$ cat config.mk
export PLATFORM = sky130hd
export DESIGN_NAME = bus_sequencer
export DESIGN_NICKNAME = d
export VERILOG_FILES = /design/src/rtl/bus_sequencer.sv
export SDC_FILE = /design/constraint.sdc
export NUM_CORES = 1
export LEC_CHECK = 0
export BUFFER_PORTS_ARGS = -buffer_cell sky130_fd_sc_hd__buf_2
export CORE_ASPECT_RATIO = 0.8
export CORE_UTILIZATION = 40
export DETAILED_ROUTE_END_ITERATION = 10
export GPL_TIMING_DRIVEN = 0
export SLEW_MARGIN = 5
export SYNTH_ARGS = -nofsm -noshare
export SYNTH_HDL_FRONTEND = slang
export SYNTH_SLANG_ARGS = --single-unit
$ cat constraint.sdc
create_clock -name clk -period 2.35 [get_ports clk]
set_input_delay 0.235 -clock clk [delete_from_list [all_inputs] [get_ports clk]]
set_output_delay 0.235 -clock clk [all_outputs]
set_load 0.005 [all_outputs]
$ cat src/rtl/bus_sequencer.sv
// Fetch/decode/execute controller for the single-bus register datapath.
// Owns the program counter; every control strobe is registered.
module bus_sequencer (
  input  logic        clk,
  input  logic        rst_n,
  input  logic        run,
  input  logic [22:0] code,
  output logic [4:0]  address,
  output logic [15:0] d,
  output logic        data_out,
  output logic [7:0]  bus_buf_en,
  output logic [7:0]  reg_en,
  output logic        a_in,
  output logic        g_in,
  output logic        g_out,
  output logic [6:0]  math_enables,
  output logic        busy,
  output logic        halted,
  output logic        retire
);

  // state | meaning
  // IDLE  | parked, no strobes; leaves when run=1
  // FETCH | IR<-code, pc<-pc+1
  // EX1   | first bus step (LOAD/MOVE/JMP/NOP retire here)
  // EX2   | ALU: Ry onto bus, G<-A op bus
  // EX3   | ALU: G onto bus, Rx<-bus, retire
  // HALT  | frozen until reset
  typedef enum logic [2:0] {
    S_IDLE, S_FETCH, S_EX1, S_EX2, S_EX3, S_HALT
  } state_t;

  localparam logic [3:0] OP_LOAD = 4'h1;
  localparam logic [3:0] OP_MOVE = 4'h2;
  localparam logic [3:0] OP_ADD  = 4'h3;
  localparam logic [3:0] OP_MOD  = 4'h9;
  localparam logic [3:0] OP_JMP  = 4'hA;
  localparam logic [3:0] OP_HALT = 4'hF;

  state_t      state;
  logic [4:0]  pc;
  logic [3:0]  ir_op;
  logic [2:0]  ir_rx;
  logic [2:0]  ir_ry;
  logic [4:0]  ir_tgt;

  logic [3:0]  c_op;
  logic [2:0]  c_rx;
  logic [2:0]  c_ry;
  logic [15:0] c_imm;

  assign c_op    = code[22:19];
  assign c_rx    = code[18:16];
  assign c_ry    = code[15:13];
  assign c_imm   = code[15:0];
  assign address = pc;

  // Register strobes are numbered with R0 in the MSB.
  function automatic logic [7:0] reg_sel(input logic [2:0] idx);
    return 8'h80 >> idx;
  endfunction

  function automatic logic is_alu(input logic [3:0] op);
    return (op >= OP_ADD) && (op <= OP_MOD);
  endfunction

  function automatic logic [6:0] alu_sel(input logic [3:0] op);
    return 7'b100_0000 >> (op - OP_ADD);
  endfunction

  // Outputs are loaded with the values for the state being entered,
  // so the EX1 strobes are decoded from the word as it lands in IR.
  always_ff @(posedge clk) begin
    if (!rst_n) begin
      state        <= S_IDLE;
      pc           <= '0;
      ir_op        <= '0;
      ir_rx        <= '0;
      ir_ry        <= '0;
      ir_tgt       <= '0;
      d            <= '0;
      data_out     <= 1'b0;
      bus_buf_en   <= '0;
      reg_en       <= '0;
      a_in         <= 1'b0;
      g_in         <= 1'b0;
      g_out        <= 1'b0;
      math_enables <= '0;
      busy         <= 1'b0;
      halted       <= 1'b0;
      retire       <= 1'b0;
    end else begin
      d            <= '0;
      data_out     <= 1'b0;
      bus_buf_en   <= '0;
      reg_en       <= '0;
      a_in         <= 1'b0;
      g_in         <= 1'b0;
      g_out        <= 1'b0;
      math_enables <= '0;
      busy         <= 1'b0;
      halted       <= 1'b0;
      retire       <= 1'b0;
      case (state)
        S_IDLE: begin
          if (run) begin
            state <= S_FETCH;
            busy  <= 1'b1;
          end
        end
        S_FETCH: begin
          ir_op  <= c_op;
          ir_rx  <= c_rx;
          ir_ry  <= c_ry;
          ir_tgt <= c_imm[4:0];
          pc     <= pc + 5'd1;
          state  <= S_EX1;
          busy   <= 1'b1;
          if (c_op == OP_LOAD) begin
            data_out <= 1'b1;
            d        <= c_imm;
            reg_en   <= reg_sel(c_rx);
            retire   <= 1'b1;
          end else if (c_op == OP_MOVE) begin
            bus_buf_en <= reg_sel(c_rx);
            reg_en     <= reg_sel(c_ry);
            retire     <= 1'b1;
          end else if (is_alu(c_op)) begin
            bus_buf_en <= reg_sel(c_rx);
            a_in       <= 1'b1;
          end else if (c_op != OP_HALT) begin
            retire <= 1'b1;
          end
        end
        S_EX1: begin
          if (ir_op == OP_JMP) pc <= ir_tgt;
          if (is_alu(ir_op)) begin
            state        <= S_EX2;
            busy         <= 1'b1;
            bus_buf_en   <= reg_sel(ir_ry);
            math_enables <= alu_sel(ir_op);
            g_in         <= 1'b1;
          end else if (ir_op == OP_HALT) begin
            state  <= S_HALT;
            halted <= 1'b1;
          end else if (run) begin
            state <= S_FETCH;
            busy  <= 1'b1;
          end else begin
            state <= S_IDLE;
          end
        end
        S_EX2: begin
          state  <= S_EX3;
          busy   <= 1'b1;
          g_out  <= 1'b1;
          reg_en <= reg_sel(ir_rx);
          retire <= 1'b1;
        end
        S_EX3: begin
          if (run) begin
            state <= S_FETCH;
            busy  <= 1'b1;
          end else begin
            state <= S_IDLE;
          end
        end
        S_HALT: begin
          halted <= 1'b1;
        end
        default: state <= S_IDLE;
      endcase
    end
  end

endmodule

==> impl_results.md <==
* Run status: finished clean
* Post-CTS setup buffers at 0
* Net Count, Synth at around 340
* Fraction of layout cells with a size suffix above 1 at roughly 28%
* Critical Path AT at approximately 2.2 ns
* Initial DRC count at 100
* Area of the multi-input gates at between 0.001 and 0.0015 mm²
* Synth Flop Type: dfxtp_1
* Max_cap viols at 0
* FF+latch count, synth at 69
* RSZ-0062 raised after global routing: no
* Post-layout min period at 1.942 ns
* VDD IR max at about 370 µV
* Starting density of the core at between 40% and 50%
* Synth Cell Area at ~0.0028 mm²
* LEAKAGE at around 1.5 nW
* Worst-case hold slack at between 0.08 and 0.09 ns
* CTS Buf Count at 9
* Die Area at ~0.0074 mm²
* WL/cell at 13.96 µm
* Hold Buf Count CTS at 0
* Worst-path maximum fanout at 10
* Warnings, synthesis at 0
* Total Routing Usage GR at 19.41%
* Skew final at between 0.008 and 0.009 ns
* Syn_area_per_cell at just over 9 µm²
* Worst Tran Pin Value at slightly above 0.6 ns
* RD Place Congestion at just over 0.8
* Pre-CTS setup slack at a little over 0.4 ns
* Setup violators final at 0
* Critical path type: reg2reg
* Vias in the first global route at 2290
* Total I/O pin count at 77
* Cell Area, Placed at around 0.0033 mm²
* Number of library cell types mapped by synthesis at ~50
* Req. time, crit path at approximately 2.6 ns
* Number of flops mapped to enable cells by yosys at 0
* # nets final at 420
* First-pass GRT wire length at about 11000 µm
* Power Density at about 670 mW/mm²
* Period utilisation layout at about 83%
* Initial antenna violation count at 0
* HPWL Detailed at between 4000 and 5000 µm
* Placed Instances at between 400 and 500
* Layout Cells excl Fill at about 480
* Register area share after synthesis at 49.00%
* Drt drc at 0
* Clk root buf: clkbuf_8
* Post-synth ARST share at 0%
* Commonest cells after routing, fill and taps aside: buf_2, dfxtp_1, nand2_1
* Via count at 2454
* Layout overhead on the synthesized area at 23.66%
* Setup tns final at 0 ns
* Cell Rows at 26
* Fin area at roughly 0.0035 mm²
* ANT nets after route at 0
* CTS clock-pin slew for the worst setup and hold paths at 0.07 ns
* Synth Instances at slightly above 300
* Grt ovf at 0
* Final WS setup at 0.4082 ns
* Antenna cell count at 0
* Vias per cell at slightly above 5
* Fmax at 0.5150 GHz
* H-tree depth at 3
* Rel. slew slack at 58.91%
* Pin count of the biggest net entering global routing at 13
* Port Buf Inserts at 74
* Total Routed Length at roughly 6700 µm
* FF/Latch Area at ~0.0014 mm²
* PostCTS Resize Cnt at 0
* Die Height at between 70 and 80 µm
* Fillers at between 600 and 700
* Number of iterations in the first detailed-routing pass at 5
* Die X at 95.86 µm
* Hold crit path type: in2reg
* CTS tree: built
* Worst skew pair latency at 0.34 ns
* Clock Sinks at 69
* Hold Fails Final Rpt at 0
* CP Launch Type: flip-flop
* Max-slew violation count at 0
* Maximum buffer depth of the clock tree at 2
* CORE AREA at about 0.0066 mm²
* Crit. End Element: flip-flop
* Most common cell after layout, fill and taps aside: buf_2
metal layers:
layer	global-route usage, %	up-vias	part of all wire [%]
li1	-	1239	-
met1	25.95	1132	49
met2	29.29	72	44
met3	6.052	11	6.1
met4	6.716	0	1.6
met5	0	-	0
cell type report:
cell class	instances	area share, %
Tap cell	84	3.015
Sequential cell	69	39.63
Clock inverter	6	1.831
Inverter	9	0.9691
Buffer	15	2.010
Clock buffer	10	3.661
Multi-Input combinational cell	211	38.26
Timing Repair Buffer	74	10.62
cell families after synthesis:
kind of cell    synth area share, %
xor+xnor                     0.6215
buf+inv                       3.684
mux                          0.3551
simple gates                  25.52
fa+ha+maj                     2.574
flops                         49.00
compound gates                18.24
power by group:
group | internal [mW] | switching, mW
clock network | 0.488 | 0.445
logic | 0.0797 | 0.126
registers | 1.19 | 0.0192
path summary, 6_finish.rpt:
path                                start   endpoint  slack, ns  cells past startpoint
worst min register to register  ir_tgt[0]  ir_tgt[0]       0.47                      2
worst max-delay path             state[0]   ir_rx[2]       0.41                      5
worst max register to register   state[0]   ir_rx[2]       0.41                      5
worst min-delay path              code[7]       d[7]       0.08                      2
sequential cells by signal, summed over array words and instances (netlist names):
| signal | count |
|---|---|
| d | 16 |
| bus_buf_en | 8 |
| reg_en | 8 |
| math_enables | 7 |
| address | 5 |
| ir_tgt | 5 |
| ir_op | 4 |
| ir_rx | 3 |
| ir_ry | 3 |
| state | 3 |
| a_in | 1 |
| busy | 1 |
| data_out | 1 |
| g_in | 1 |
| g_out | 1 |
| halted | 1 |
| retire | 1 |
critical path: stages (launching register included):
cell and delay (ns):
dfxtp_1 0.48, nor2b_1 0.51, nand2_1 0.31, clkbuf_1 0.31, nand2_1 0.13, a21boi_0 0.08
synth_stat cells, drive strengths merged, types with 2 or more instances:
cell type / instances / share of area [%]
xnor2: 2 / 0.62
buf: 11 / 2.0
o21ai: 6 / 1.1
nor2b: 5 / 1.1
or3: 2 / 0.44
o311ai: 2 / 0.62
dfxtp: 69 / 49
nand2b: 4 / 0.89
clkbuf: 4 / 0.53
and2: 22 / 4.9
o21bai: 2 / 0.53
o2bb2ai: 2 / 0.62
nor3b: 4 / 1.4
o32ai: 2 / 0.62
or3b: 2 / 0.62
nor2: 11 / 1.9
a21oi: 12 / 2.3
nand3b: 4 / 1.1
a32oi: 4 / 1.2
a21boi: 17 / 4.5
a32o: 2 / 0.71
a22oi: 4 / 1.1
nand2: 48 / 6.4
o21a: 2 / 0.53
nor3: 4 / 0.71
inv: 9 / 1.2
ha: 5 / 2.2
o22ai: 11 / 2.4
a21o: 3 / 0.80
nor4b: 2 / 0.84
nand3: 9 / 1.6
or4: 2 / 0.53
and3: 5 / 1.1
metrics by stage:
stage | utilization, % | power (mW)
after global routing | 52.79 | 2.454
final | 52.79 | 2.350
after detailed placement | 49.89 | 1.442
after global placement | 49.89 | 1.439
after floorplan | - | 1.365
after CTS | 52.79 | 2.371
Power figures use the tool's default switching activity.
